`src/rtl/x_srl_fifo_pkg.sv`:
```
// Shared sizing constants and the accept-operation encoding for x_srl_fifo.
package x_srl_fifo_pkg;

  localparam int DEPTH  = 16;
  localparam int ADDR_W = 4;
  localparam int CNT_W  = 5;

  // Encoded as {wr_ok, rd_ok}
  typedef enum logic [1:0] {
    OP_IDLE = 2'b00,
    OP_POP  = 2'b01,
    OP_PUSH = 2'b10,
    OP_BOTH = 2'b11
  } fifo_op_e;

  function automatic fifo_op_e decode_op(input logic wr_ok, input logic rd_ok);
    return fifo_op_e'({wr_ok, rd_ok});
  endfunction

endpackage

```
`src/rtl/x_srl_fifo_store.sv`:
```
// WIDTH parallel 16-tap addressable shift registers sharing CE and read address.
// Storage is intentionally not reset; INIT only sets the power-up contents.
module x_srl_fifo_store
  import x_srl_fifo_pkg::*;
#(
  parameter int                       WIDTH = 8,
  parameter logic [WIDTH*DEPTH-1:0]   INIT  = '0
) (
  input  logic              CLK,
  input  logic              CE,
  input  logic [ADDR_W-1:0] A,
  input  logic [WIDTH-1:0]  D,
  output logic [WIDTH-1:0]  Q
);

  for (genvar i = 0; i < WIDTH; i++) begin : g_slice
    logic [DEPTH-1:0] sr_q = INIT[i*DEPTH +: DEPTH];
    logic [DEPTH-1:0] sr_d;

    // next contents of this slice: shift D in at tap 0 when enabled
    always_comb begin
      if (CE) begin
        sr_d = {sr_q[DEPTH-2:0], D[i]};
      end else begin
        sr_d = sr_q;
      end
    end

    // slice storage register
    always_ff @(posedge CLK) begin
      sr_q <= sr_d;
    end

    assign Q[i] = sr_q[A];
  end

endmodule

```
`src/rtl/x_srl_fifo.sv`:
```
// 16-deep first-word-fall-through FIFO over SRL-style storage: counter, address, flags.
// Optional ALMOST_FULL/ALMOST_EMPTY ports are enabled by defining X_SRL_FIFO_ALMOST_EN.
module x_srl_fifo
  import x_srl_fifo_pkg::*;
#(
  parameter int WIDTH = 8
`ifdef X_SRL_FIFO_ALMOST_EN
  ,
  parameter int AF_LEVEL = 14,
  parameter int AE_LEVEL = 2
`endif
) (
  input  logic             CLK,
  input  logic             RST,
  input  logic             WR_EN,
  input  logic [WIDTH-1:0] DIN,
  input  logic             RD_EN,
  output logic [WIDTH-1:0] DOUT,
  output logic             FULL,
  output logic             EMPTY,
  output logic [CNT_W-1:0] COUNT,
  output logic             OVERFLOW,
  output logic             UNDERFLOW
`ifdef X_SRL_FIFO_ALMOST_EN
  ,
  output logic             ALMOST_FULL,
  output logic             ALMOST_EMPTY
`endif
);

  localparam logic [CNT_W-1:0]  CNT_FULL = CNT_W'(DEPTH);
  localparam logic [CNT_W-1:0]  CNT_ZERO = CNT_W'(0);
  localparam logic [CNT_W-1:0]  CNT_ONE  = CNT_W'(1);
  localparam logic [ADDR_W-1:0] ADDR_ZERO = ADDR_W'(0);
  localparam logic [ADDR_W-1:0] ADDR_ONE  = ADDR_W'(1);

  logic [CNT_W-1:0]  count_q, count_d;
  logic [ADDR_W-1:0] addr_q,  addr_d;
  logic              overflow_q, overflow_d;
  logic              underflow_q, underflow_d;

  logic              empty_s, full_s, rd_ok_s, wr_ok_s, store_ce_s;
  logic [WIDTH-1:0]  store_q_s;

  assign empty_s = (count_q == CNT_ZERO);
  assign full_s  = (count_q == CNT_FULL);
  assign rd_ok_s = RD_EN & ~empty_s;
  assign wr_ok_s = WR_EN & (~full_s | rd_ok_s);
  // Reset wins over a same-edge write so nothing is shifted in on that edge
  assign store_ce_s = wr_ok_s & ~RST;

  x_srl_fifo_store #(
    .WIDTH (WIDTH)
  ) u_store (
    .CLK (CLK),
    .CE  (store_ce_s),
    .A   (addr_q),
    .D   (DIN),
    .Q   (store_q_s)
  );

  // next counter, read address and error pulses
  always_comb begin
    count_d     = count_q;
    addr_d      = addr_q;
    overflow_d  = WR_EN & ~wr_ok_s;
    underflow_d = RD_EN & empty_s;
    case (decode_op(wr_ok_s, rd_ok_s))
      OP_PUSH: begin
        count_d = count_q + CNT_ONE;
        if (empty_s) begin
          addr_d = ADDR_ZERO;
        end else begin
          addr_d = addr_q + ADDR_ONE;
        end
      end
      OP_POP: begin
        count_d = count_q - CNT_ONE;
        if (count_q == CNT_ONE) begin
          addr_d = ADDR_ZERO;
        end else begin
          addr_d = addr_q - ADDR_ONE;
        end
      end
      OP_BOTH: begin
        count_d = count_q;
        addr_d  = addr_q;
      end
      default: begin
        count_d = count_q;
        addr_d  = addr_q;
      end
    endcase
  end

  // state registers with synchronous reset
  always_ff @(posedge CLK) begin
    if (RST) begin
      count_q     <= CNT_ZERO;
      addr_q      <= ADDR_ZERO;
      overflow_q  <= 1'b0;
      underflow_q <= 1'b0;
    end else begin
      count_q     <= count_d;
      addr_q      <= addr_d;
      overflow_q  <= overflow_d;
      underflow_q <= underflow_d;
    end
  end

  assign DOUT      = empty_s ? {WIDTH{1'b0}} : store_q_s;
  assign FULL      = full_s;
  assign EMPTY     = empty_s;
  assign COUNT     = count_q;
  assign OVERFLOW  = overflow_q;
  assign UNDERFLOW = underflow_q;

`ifdef X_SRL_FIFO_ALMOST_EN
  localparam logic [CNT_W-1:0] AF_LVL = CNT_W'(AF_LEVEL);
  localparam logic [CNT_W-1:0] AE_LVL = CNT_W'(AE_LEVEL);
  assign ALMOST_FULL  = (count_q >= AF_LVL);
  assign ALMOST_EMPTY = (count_q <= AE_LVL);
`endif

endmodule
```
`config.mk`:
```
export PLATFORM = sky130hd
export DESIGN_NAME = x_srl_fifo
export DESIGN_NICKNAME = d
export VERILOG_FILES = /design/src/rtl/x_srl_fifo_pkg.sv /design/src/rtl/x_srl_fifo_store.sv /design/src/rtl/x_srl_fifo.sv
export SDC_FILE = /design/constraint.sdc
export NUM_CORES = 1
export LEC_CHECK = 0
export BUFFER_PORTS_ARGS = -buffer_cell sky130_fd_sc_hd__clkbuf_2
export CAP_MARGIN = 0
export CORE_MARGIN = 5
export CORE_UTILIZATION = 54
export DETAILED_ROUTE_END_ITERATION = 6
export PLACE_DENSITY = 0.82
export SYNTH_ARGS = -nofsm -noshare
export SYNTH_HDL_FRONTEND = slang
export SYNTH_SLANG_ARGS = --single-unit
export TNS_END_PERCENT = 30
```
`constraint.sdc`:
```
create_clock -name CLK -period 12.14 [get_ports CLK]
set_clock_uncertainty 0.1 [all_clocks]
set_input_delay 2.428 -clock CLK [delete_from_list [all_inputs] [get_ports CLK]]
set_output_delay 2.428 -clock CLK [all_outputs]
set_load 0.02 [all_outputs]
```
[After elaboration in Yosys (flattened, before gate mapping)]
Cells that the tools add are included.
Operators by class
  bitwise operators: 10
  equal/unequal tests: 4
  mux-type cells: 21
  reductions and logical operators: 2
  $lt $le $gt $ge: 1
  add/sub/neg operators: 4
Operators with widths (count)
  1-bit binary-select mux with 4-bit select: 8
  5-bit case mux with 2 select lines: 1
  1-bit 2-to-1 mux: 8
  4-bit 2-to-1 mux: 2
  8-bit 2-to-1 mux: 1
  4-bit case mux with 2 select lines: 1
  5-bit by 1-bit adder with 5-bit output (second input constant): 1
  1-bit bitwise AND: 5
  5-bit by 1-bit == test with 1-bit output (second input constant): 1
  5-bit == test (second input constant): 1
  5-bit logical NOT: 1
  4-bit by 5-bit less-than comparator with 1-bit output (second input constant): 1
  5-bit by 1-bit subtractor with 5-bit output (second input constant): 1
  4-bit by 1-bit adder with 4-bit output (second input constant): 1
  1-bit NOT: 4
  4-bit by 1-bit subtractor with 4-bit output (second input constant): 1
  2-bit by 1-bit == test with 1-bit output (second input constant): 1
  2-bit == test (second input constant): 1
  2-bit nonzero test: 1
  1-bit OR: 1
Storage, ports and cells
  bits in registers: 139
  output and inout port bits: 17
  input port bits: 12
  word-level logic and storage cells: 54

[Depth between registers and ports, before layout]
Gate-level depths: netlist (run 1).
  depth after elaboration: 7
  gate-level depth with buffers: 8

[Cells and area by module]
A second synthesis (run 1) with hierarchy kept.
Second synthesis, totals
  cells, all modules: 304
  area, all modules: 5793.1 um^2
By module, submodules not included
  x_srl_fifo_store: times used 1, area an instance 4877.2 um^2, cells an instance 198, sequential area each 3843.7 um^2
  x_srl_fifo: times used 1, area an instance 915.9 um^2, cells an instance 106, sequential area each 220.2 um^2

[Worst setup path before layout (run 1)]
OpenSTA, ideal clock, no wires.
  kind: in2reg
  start: input port RST
  end: register u_store.g_slice[0].sr_q[0], enable pin
  stages on the path: 2
  data arrival time: 12.017 ns
  data required time: 11.236 ns
  setup time: 0.804 ns
  slack: -0.782 ns
  cells stage by stage: clkbuf_1 > a211oi_1
Between the ends
  cells in the longest elaborated chain, start to end: 2
Ends and longest elaborated chain
  start, declared: RTL line x_srl_fifo.sv:14  | input logic RST,
  1-bit NOT: RTL line x_srl_fifo.sv:50  | assign store_ce_s = wr_ok_s & ~RST;
  1-bit bitwise AND: RTL line x_srl_fifo.sv:50
  via store_ce_s: RTL line x_srl_fifo.sv:42  | logic empty_s, full_s, rd_ok_s, wr_ok_s, store_ce_s;
  end signal, assigned: RTL line x_srl_fifo_store.sv:31  | sr_q <= sr_d;
  end, declared: RTL line x_srl_fifo_store.sv:17  | logic [DEPTH-1:0] sr_q = INIT[i*DEPTH +: DEPTH];
The timed path passes the listed nets, and every way through them passes these cells.
A chain may end at the register's enable or synchronous reset.

[Final worst setup path (run 1)]
  start: register addr_q[0]
  end: output port DOUT[0]
Between the ends
  cells in the longest elaborated chain, start to end: 3
Ends and longest elaborated chain
  start, declared: RTL line x_srl_fifo.sv:38  | logic [ADDR_W-1:0] addr_q, addr_d;
  start signal, assigned: RTL line x_srl_fifo.sv:105  | addr_q <= addr_d;
  1-bit binary-select mux with 4-bit select: RTL line x_srl_fifo_store.sv:34  | assign Q[i] = sr_q[A];
  1-bit 2-to-1 mux (not written as such): RTL line x_srl_fifo_store.sv:34
  8-bit 2-to-1 mux: RTL line x_srl_fifo.sv:111  | assign DOUT = empty_s ? {WIDTH{1'b0}} : store_q_s;
  end, declared: RTL line x_srl_fifo.sv:18  | output logic [WIDTH-1:0] DOUT,
No other way between the ends. The select of a mux whose other input is x is not followed.

==> flow_summary.json, run 1 <==
{
  "min_from": "u_store.g_slice[2].sr_q[2]$_DFFE_PP_",
  "grt_pass1_vias": 2892,
  "leakagePower_nw": 2.15,
  "met3_usage_pct": 4.20,
  "fill_cells": 707,
  "crit_arrival_ns": 2.54,
  "slowest_delay_ns": 0.59,
  "cts_setup_buffers": 0,
  "synth_edf_count": 128,
  "vias_per_cell": 5.97,
  "ctsResizeCount": 0,
  "finalSetupViolations": 0,
  "fin_util_pct": 63.6,
  "rsz0062_at_grt": "false",
  "finalSetupTns_ns": 0,
  "timing.rr.end": "u_store.g_slice[4].sr_q[9]$_DFFE_PP_",
  "area_delta_synth_final_pct": 15.6,
  "synth_commonest_cells": "edfxtp_1 (128), mux4_2 (32), mux2i_1 (16)",
  "ctsHoldBuffers": 0,
  "gp_congestion": 0.799,
  "wl_per_cell_um": 20.1,
  "ys_seq_area_share_pct": 71.9,
  "startpoint_type": "flip-flop",
  "cts.htree.levels": 4,
  "cts_tree": "yes",
  "drtAntennaViolNets": 0,
  "syn-num-nets": 306,
  "synth_cells": 288,
  "dr.first_iter.drc_count": 240,
  "yosysWarningCount": 0,
  "post-route-min-period_ns": 5.07,
  "netlist_area_sq_um": 5650,
  "maxSlewHeadroom_pct": 36.2,
  "status": "finished clean",
  "power_density_nw_per_um2": 209,
  "start_util_pct": 55.0,
  "drtPass1Iterations": 4,
  "cp_max_fo": 38,
  "fin_nets": 345,
  "placement_rows": 37,
  "numCtsBuffers": 17,
  "slowest_stage": "mux4_2",
  "whs_endpoint": "u_store.g_slice[2].sr_q[3]$_DFFE_PP_",
  "dpl.cell_count": 444,
  "clkTransAtPathRegs_ns": 0.06,
  "pwr-share-seq_pct": 42.1,
  "rr_startpoint": "COUNT[0]$_SDFFE_PP0P_",
  "synth_area_leader_cell": "edfxtp_1",
  "instances_no_fill": 476,
  "dp_hpwl_um": 5290,
  "synth.top_cells.by_area": "edfxtp_1 (68%), mux4_2 (13%), dfxtp_1 (3.9%), mux2i_1 (2.8%), ha_1 (1.3%)",
  "routed_wl_um": 9550,
  "synth_most_common_cell": "edfxtp_1",
  "worstHoldPathCells": 0,
  "grt_max_degree": 81,
  "drv_slew": 0,
  "drcViolationCount": 0,
  "io_buffers": 28,
  "crit_type": "flip-flop to output pin",
  "internal_power_uw": 991,
  "drive_gt1_share_pct": 31.8,
  "grt_use_met2_pct": 23.9,
  "die_area_sq_um": 12600,
  "clk_path_buf_depth": 2,
  "via_count": 2840,
  "net-switching-power_uw": 374,
  "endpoint_kind": "output pin",
  "grt_usage_pct": 15.8,
  "chipWidth_um": 112,
  "die_y_um": 112,
  "clock-sinks": 139,
  "worst_r2r_path_depth": 6,
  "clk_latency_ns": 0.51,
  "ys_types": 49,
  "syn_avg_cell_area_sq_um": 19.6,
  "grtUsageMet1_pct": 22.2,
  "fin_crit_sh_pct": 41.7,
  "p_total_mw": 1.36,
  "clock-root-buffer": "clkbuf_8",
  "core_area_sq_um": 10300,
  "min_path_type": "flip-flop to flip-flop",
  "cp.required_ns": 9.61,
  "maxCapViolCount": 0,
  "async_reset_ff_share_pct": 0,
  "rrSetupSlack_ns": 8.84,
  "switching_share_pct": 27.4,
  "max_slew.worst_pin.slew_ns": 0.958,
  "ys_ff_latch": 139,
  "hold_violations": 0,
  "diodes": 0,
  "grt-busiest-layer": "met2",
  "synth_top_area_share_pct": 68.0,
  "clkPwrFrac_pct": 37.2,
  "antenna_found_initial": 0,
  "grt_pass1_wl_um": 15400,
  "synth_flop_cell": "edfxtp_1",
  "io_pins": 29,
  "grt.overflow.total": 0,
  "crit_chain": "buf_4, mux4_2, mux2i_1, o22ai_1, clkbuf_2",
  "ir_worst_vdd_mv": 0.0975,
  "comb_power_share_pct": 20.6,
  "max_freq_mhz": 197
}
-- routing by layer --
layer / vias to the layer above / share of wire (%)
met5: - / 0
met3: 7 / 4.8
li1: 1270 / -
met1: 1462 / 46
met4: 0 / 1.0
met2: 101 / 48
-- how the worst max path moves through the flow --
stage	depth (start not counted)	endpoint	startpoint	slack [ns]
CTS	5	DOUT[5]	addr_q[0]$_SDFFE_PP0P_	7.00
detailed placement	4	u_store.g_slice[7].sr_q[6]$_DFFE_PP_	RST	7.24
floorplan	2	u_store.g_slice[0].sr_q[0]$_DFFE_PP_	RST	3.68
global route	5	DOUT[5]	addr_q[0]$_SDFFE_PP0P_	6.91
finish	5	DOUT[0]	addr_q[0]$_SDFFE_PP0P_	7.07
global placement	4	u_store.g_slice[7].sr_q[6]$_DFFE_PP_	RST	7.37
-- power groups by stage --
stage	clock [mW]	combinational, mW	sequential (mW)
detailed placement	0	0.282	0.584
global route	0.542	0.304	0.578
global placement	0	0.278	0.581
finish	0.508	0.282	0.575
floorplan	0	0.217	0.587
CTS	0.519	0.285	0.575
-- sequential cells by signal, indices dropped and copies added, names as in the netlist --
signal,count
u_store.g_slice.sr_q,128
COUNT,5
addr_q,4
OVERFLOW,1
UNDERFLOW,1
-- per-stage QoR --
step	cell area [sq um]	setup WS (ns)	hold slack [ns]
2_1_floorplan	5660	3.68	0.321
3_3_place_gp	5940	7.37	0.324
3_5_place_dp	5940	7.24	0.329
4_1_cts	6530	7.00	0.345
5_1_grt	6530	6.91	0.361
6_report	6530	7.07	0.344
-- cells in the final DEF, fill, tap and decap left out, drive strengths merged, types with 2 or more instances in the layout --
cell type | Yosys | final
mux2i | 16 | 16
dfxtp | 11 | 11
nand3 | 3 | 3
a22oi | 3 | 3
a211oi | 5 | 5
mux2 | 2 | 2
a31oi | 4 | 4
and3b | 2 | 2
o22ai | 8 | 8
nor2b | 3 | 3
bufinv | 0 | 3
nor4b | 2 | 2
a21oi | 3 | 3
nand2b | 2 | 2
nand2 | 5 | 5
clkbuf | 3 | 47
ha | 6 | 6
clkinv | 1 | 6
mux4 | 32 | 32
buf | 10 | 5
inv | 7 | 8
nor2 | 4 | 4
o21ai | 2 | 2
clkinvlp | 0 | 4
or3b | 2 | 2
edfxtp | 128 | 128
nor3 | 8 | 8
-- worst max-delay path: cells and delay by family (launching register included) --
family          cells  cell delay, ns
compound gates      1            0.13
buf+inv             2            0.70
flops               1            0.31
mux                 2            0.83
-- area by class of cell --
class	count	area, sq um	share of cell area, %
Timing Repair Buffer	33	178	2.72
Inverter	8	42.5	0.651
Clock inverter	13	169	2.59
Sequential cell	139	4070	62.2
Clock buffer	19	422	6.45
Tap cell	136	170	2.60
Multi-Input combinational cell	128	1490	22.8
-- cells by family (layout without fill, tap and decap cells) --
| group | count (synthesis) | count (layout) | share of synthesized area [%] |
|---|---|---|---|
| buffers and inverters | 21 | 73 | 2.01 |
| adders and majority gates | 6 | 6 | 1.33 |
| and+or+nand+nor | 41 | 41 | 4.80 |
| DFF | 139 | 139 | 71.9 |
| muxes | 50 | 50 | 16.1 |
| AOI/OAI and AO/OA | 30 | 30 | 3.74 |
| xor gates and xnor gates | 1 | 1 | 0.155 |
No activity file was read; power rests on OpenSTA's default activity.
==> run 2: changes to the inputs <==
==> constraint.sdc (replaced) <==
create_clock -name CLK -period 4.4 [get_ports CLK]
set_clock_uncertainty 0.1 [all_clocks]
set_input_delay 0.88 -clock CLK [delete_from_list [all_inputs] [get_ports CLK]]
set_output_delay 0.88 -clock CLK [all_outputs]
set_load 0.02 [all_outputs]
==> run 2 against run 1 <==
Core utilization fell by 0.35 points. Critical path depth did not move. Highest routed layer unchanged. Design area fell by 0.56%. First-iteration DRC count fell by 8.8%. Die area did not move. Worst setup slack got worse by 6.5 ns. Clock-buffer cell count rose by 2. Clock power rose to 2.6 times the previous value.
==> flow_summary.json, run 2 (synthesis results as in run 1) <==
{
  "area_delta_synth_final_pct": 14.9,
  "status": "finished clean",
  "grt_pass1_wl_um": 15600,
  "start_util_pct": 55.0,
  "dr.first_iter.drc_count": 219,
  "clock-sinks": 139,
  "fill_cells": 703,
  "place_area_sq_um": 5970,
  "rr_startpoint": "COUNT[0]$_SDFFE_PP0P_",
  "worst_r2r_path_depth": 5,
  "hold_violations": 0,
  "drcViolationCount": 0,
  "io_buffers": 28,
  "placement_rows": 37,
  "mostFrequentLayoutCell": "edfxtp_1",
  "fin_nets": 345,
  "startpoint_type": "flip-flop",
  "maxCapViolCount": 0,
  "layout_common_cells": "edfxtp_1 (128), mux4_2 (32), clkbuf_2 (28), mux2i_1 (16), clkbuf_16 (16)",
  "cp_max_fo": 30,
  "finalSetupViolations": 0,
  "grt_max_degree": 129,
  "diodes": 0,
  "leakagePower_nw": 2.13,
  "min_path_type": "flip-flop to flip-flop",
  "fin_crit_sh_pct": 88.0,
  "clock-root-buffer": "clkbuf_8",
  "grt-busiest-layer": "met2",
  "timing.rr.end": "u_store.g_slice[4].sr_q[4]$_DFFE_PP_",
  "ctsResizeCount": 0,
  "crit_arrival_ns": 2.89,
  "largest_register_ffs": 128,
  "clk_latency_ns": 0.53,
  "whs_ns": 0.340,
  "drv_slew": 0,
  "grt_usage_pct": 16.4,
  "wl_per_cell_um": 20.5,
  "ir_worst_vdd_mv": 0.235,
  "via_count": 2828,
  "die_area_sq_um": 12600,
  "grtUsageMet1_pct": 22.4,
  "endpoint_kind": "output pin",
  "dp_hpwl_um": 5590,
  "endpoint": "DOUT[4]",
  "vias_per_cell": 5.95,
  "drtPass1Iterations": 4,
  "numCtsBuffers": 17,
  "io_pins": 29,
  "crit_type": "flip-flop to output pin",
  "met3_usage_pct": 5.98,
  "post-route-min-period_ns": 3.87,
  "max_slew.worst_pin.slew_ns": 0.929,
  "rrSetupSlack_ns": 2.17,
  "drtAntennaViolNets": 0,
  "core_area_sq_um": 10300,
  "cp-startpoint": "addr_q[0]$_SDFFE_PP0P_",
  "design_area_sq_um": 6500,
  "fin_util_pct": 63.2,
  "cts_tree": "yes",
  "antenna_found_initial": 0,
  "grt.overflow.total": 0,
  "die_y_um": 112,
  "cts_setup_buffers": 0,
  "pre_cts_slack_ns": 1.08,
  "power_density_nw_per_um2": 564,
  "regMostFlops": "u_store.g_slice.sr_q",
  "clkTransAtPathRegs_ns": 0.06,
  "ctsHoldBuffers": 0,
  "p_total_mw": 3.67,
  "clk_path_buf_depth": 2,
  "grt_use_met2_pct": 24.4,
  "cp.required_ns": 3.42,
  "drive_gt1_share_pct": 30.7,
  "max_freq_mhz": 258,
  "rsz0062_at_grt": "false",
  "grt_pass1_vias": 2863,
  "routed_wl_um": 9720,
  "setup_slack_ns": 0.528,
  "gp_congestion": 0.766,
  "cts.htree.levels": 4,
  "maxSlewHeadroom_pct": 38.1,
  "chipWidth_um": 112
}
==> run 2: worst max-delay path: stages (launching register included) <==
cell and delay [ns]:
dfxtp_2 0.94, buf_4 0.36, mux4_2 0.55, mux2i_1 0.17, o22ai_1 0.14, clkbuf_2 0.19
==> run 2: stage by stage <==
step | setup TNS, ns | std cells
final | 0 | 475
after global routing | 0 | 475
after detailed placement | 0 | 444
after CTS | 0 | 475
after global placement | 0 | 444
after floorplan | -56.95 | 288
==> run 2: power breakdown <==
group / total [mW] / leakage, nW / internal [mW] / switching [mW]
logic: 0.738 / 0.589 / 0.339 / 0.399
clock network: 1.30 / 0.246 / 0.792 / 0.506
registers: 1.63 / 1.29 / 1.54 / 0.0937
==> run 2: per-layer routing <==
metal  share of wire, %  vias to the layer above  routed length [um]
met5                  0                        -                   0
met4                1.9                        0                 180
met3                5.1                       12                 492
met2                 49                       90                4780
met1                 44                     1460                4270
li1                   -                     1266                   -
==> run 2: layout make-up <==
type	instances	area (sq um)	area share, %
timing repair buffer	33	190	2.93
sequential	139	4070	62.7
tap	136	170	2.62
multi-input combinational	128	1490	22.9
clock buffer	21	429	6.61
inverter	8	42.5	0.655
clock inverter	10	101	1.56
==> run 2: how the worst min path moves through the flow <==
| stage | startpoint | end | slack, ns | cells past startpoint |
|---|---|---|---|---|
| after floorplan | u_store.g_slice[0].sr_q[10]$_DFFE_PP_ | u_store.g_slice[0].sr_q[11]$_DFFE_PP_ | 0.32 | 0 |
| after global placement | u_store.g_slice[0].sr_q[4]$_DFFE_PP_ | u_store.g_slice[0].sr_q[5]$_DFFE_PP_ | 0.32 | 0 |
| after detailed placement | u_store.g_slice[1].sr_q[5]$_DFFE_PP_ | u_store.g_slice[1].sr_q[6]$_DFFE_PP_ | 0.33 | 0 |
| after CTS | u_store.g_slice[7].sr_q[8]$_DFFE_PP_ | u_store.g_slice[7].sr_q[9]$_DFFE_PP_ | 0.35 | 0 |
| after global routing | u_store.g_slice[1].sr_q[12]$_DFFE_PP_ | u_store.g_slice[1].sr_q[13]$_DFFE_PP_ | 0.35 | 0 |
| final | u_store.g_slice[6].sr_q[11]$_DFFE_PP_ | u_store.g_slice[6].sr_q[12]$_DFFE_PP_ | 0.34 | 0 |
==> run 3: changes to the inputs <==
--- a/config.mk
+++ b/config.mk
@@ -10,7 +10,7 @@
 export CORE_MARGIN = 5
 export CORE_UTILIZATION = 54
 export DETAILED_ROUTE_END_ITERATION = 6
-export PLACE_DENSITY = 0.82
+export PLACE_DENSITY = 0.74
 export SYNTH_ARGS = -nofsm -noshare
 export SYNTH_HDL_FRONTEND = slang
 export SYNTH_SLANG_ARGS = --single-unit
==> run 3 against run 2 <==
Routed wire length up 0.82%. Clock power up 13%. Cell count unchanged. Maximum frequency up 11%. Via count up 1.2%. Global-route usage up 0.076 points. Critical path depth up 1. Register-to-register slack worse by 0.11 ns. Highest routed layer unchanged. Power up 5.2%. Non-clock buffer count unchanged.
==> flow_summary.json, run 3 (synthesis results as in run 1) <==
{
  "clk_latency_ns": 0.52,
  "antenna_found_initial": 0,
  "startpoint_type": "flip-flop",
  "fin_util_pct": 64.1,
  "dp_hpwl_um": 5520,
  "core_area_sq_um": 10300,
  "whs_ns": 0.347,
  "regMostFlops": "u_store.g_slice.sr_q",
  "dpl.cell_count": 444,
  "cts.htree.levels": 4,
  "slowest_delay_ns": 0.58,
  "instances_no_fill": 475,
  "ir_worst_vdd_mv": 0.237,
  "drv_slew": 0,
  "max_slew.worst_pin.slew_ns": 0.834,
  "cp_max_fo": 8,
  "start_util_pct": 55.0,
  "gp_congestion": 0.803,
  "cp.required_ns": 3.42,
  "clock-root-buffer": "clkbuf_8",
  "ctsResizeCount": 0,
  "placement_rows": 37,
  "min_path_type": "flip-flop to flip-flop",
  "grt_pass1_wl_um": 15800,
  "fin_nets": 345,
  "diodes": 0,
  "via_count": 2862,
  "hold_violations": 0,
  "drive_gt1_share_pct": 33.0,
  "cts_setup_buffers": 0,
  "area_delta_synth_final_pct": 16.6,
  "clock-sinks": 139,
  "cts_tree": "yes",
  "clkPwrFrac_pct": 38.1,
  "rsz0062_at_grt": "false",
  "post-route-min-period_ns": 3.50,
  "met3_usage_pct": 4.64,
  "numCtsBuffers": 17,
  "p_total_mw": 3.86,
  "maxSlewHeadroom_pct": 44.3,
  "finalSetupTns_ns": 0,
  "vias_per_cell": 6.03,
  "grt_usage_pct": 16.5,
  "grt_pass1_vias": 2862,
  "grt.overflow.total": 0,
  "die_y_um": 112,
  "mostFrequentLayoutCell": "edfxtp_1",
  "grt-busiest-layer": "met1",
  "finalSetupViolations": 0,
  "max_freq_mhz": 286,
  "layout_common_cells": "edfxtp_1 (128), mux4_2 (32), clkbuf_2 (28), mux2i_1 (16), clkbuf_16 (16)",
  "crit_arrival_ns": 2.52,
  "power_density_nw_per_um2": 586,
  "fin_crit_sh_pct": 79.5,
  "comb_power_share_pct": 19.7,
  "grtUsageMet1_pct": 24.6,
  "largest_register_ffs": 128,
  "maxCapViolCount": 0,
  "slowest_stage": "or4b_4",
  "status": "finished clean",
  "grt_max_degree": 69,
  "chipWidth_um": 112,
  "die_area_sq_um": 12600,
  "leakagePower_nw": 2.17,
  "crit_chain": "inv_2, ha_1, or4b_4, nand2_1, o22ai_1, clkbuf_2",
  "drcViolationCount": 0,
  "drtAntennaViolNets": 0,
  "internal_power_mw": 2.81,
  "ctsHoldBuffers": 0,
  "clk_path_buf_depth": 2,
  "wl_per_cell_um": 20.6,
  "clkTransAtPathRegs_ns": 0.06,
  "pwr-share-seq_pct": 42.1,
  "switching_share_pct": 27.2,
  "drtPass1Iterations": 4,
  "io_pins": 29,
  "grt_use_met2_pct": 23.2,
  "crit_type": "flip-flop to output pin",
  "dr.first_iter.drc_count": 233,
  "routed_wl_um": 9800,
  "io_buffers": 28,
  "endpoint_kind": "output pin",
  "net-switching-power_mw": 1.05
}
==> run 3: final timing paths <==
kind	cells past startpoint	start	to	slack, ns
hold reg to reg	0	u_store.g_slice[4].sr_q[7]$_DFFE_PP_	u_store.g_slice[4].sr_q[8]$_DFFE_PP_	0.35
setup / recovery	6	COUNT[0]$_SDFFE_PP0P_	DOUT[4]	0.90
hold / removal	0	u_store.g_slice[4].sr_q[7]$_DFFE_PP_	u_store.g_slice[4].sr_q[8]$_DFFE_PP_	0.35
setup reg to reg	5	COUNT[0]$_SDFFE_PP0P_	u_store.g_slice[3].sr_q[0]$_DFFE_PP_	2.06
==> run 3: critical path, delay by kind of cell (launching register included) <==
family	cells	cell delay (ns)
fa+ha+maj	1	0.19
buf+inv	2	0.26
flops	1	0.37
compound gates	1	0.20
simple gates	2	0.98
==> run 3: power groups by stage <==
stage | sequential, mW | clock (mW) | combinational [mW]
2_1_floorplan | 1.62 | 0 | 0.605
3_3_place_gp | 1.65 | 0 | 0.751
3_5_place_dp | 1.65 | 0 | 0.756
4_1_cts | 1.63 | 1.50 | 0.769
5_1_grt | 1.64 | 1.57 | 0.817
6_report | 1.63 | 1.47 | 0.761
==> run 3: cell type report <==
type / instances / area (sq um)
clock buffers: 18 / 418
multi-input cells: 128 / 1490
fillers: 707 / 3690
clock inverters: 13 / 193
repair buffers: 33 / 203
flip-flops and latches: 139 / 4070
inverters: 8 / 42.5
well taps: 136 / 170
==> run 3: layer usage <==
layer	up-vias	share of wire, %
met2	92	46
met4	0	1.8
met5	-	0
li1	1272	-
met1	1481	47
met3	17	5.4
==> run 3: through the flow <==
stage | setup WS [ns] | area (sq um)
6_report | 0.900 | 6590
3_5_place_dp | 1.45 | 5980
5_1_grt | 0.763 | 6590
3_3_place_gp | 1.48 | 5980
2_1_floorplan | -0.445 | 5700
4_1_cts | 0.872 | 6590
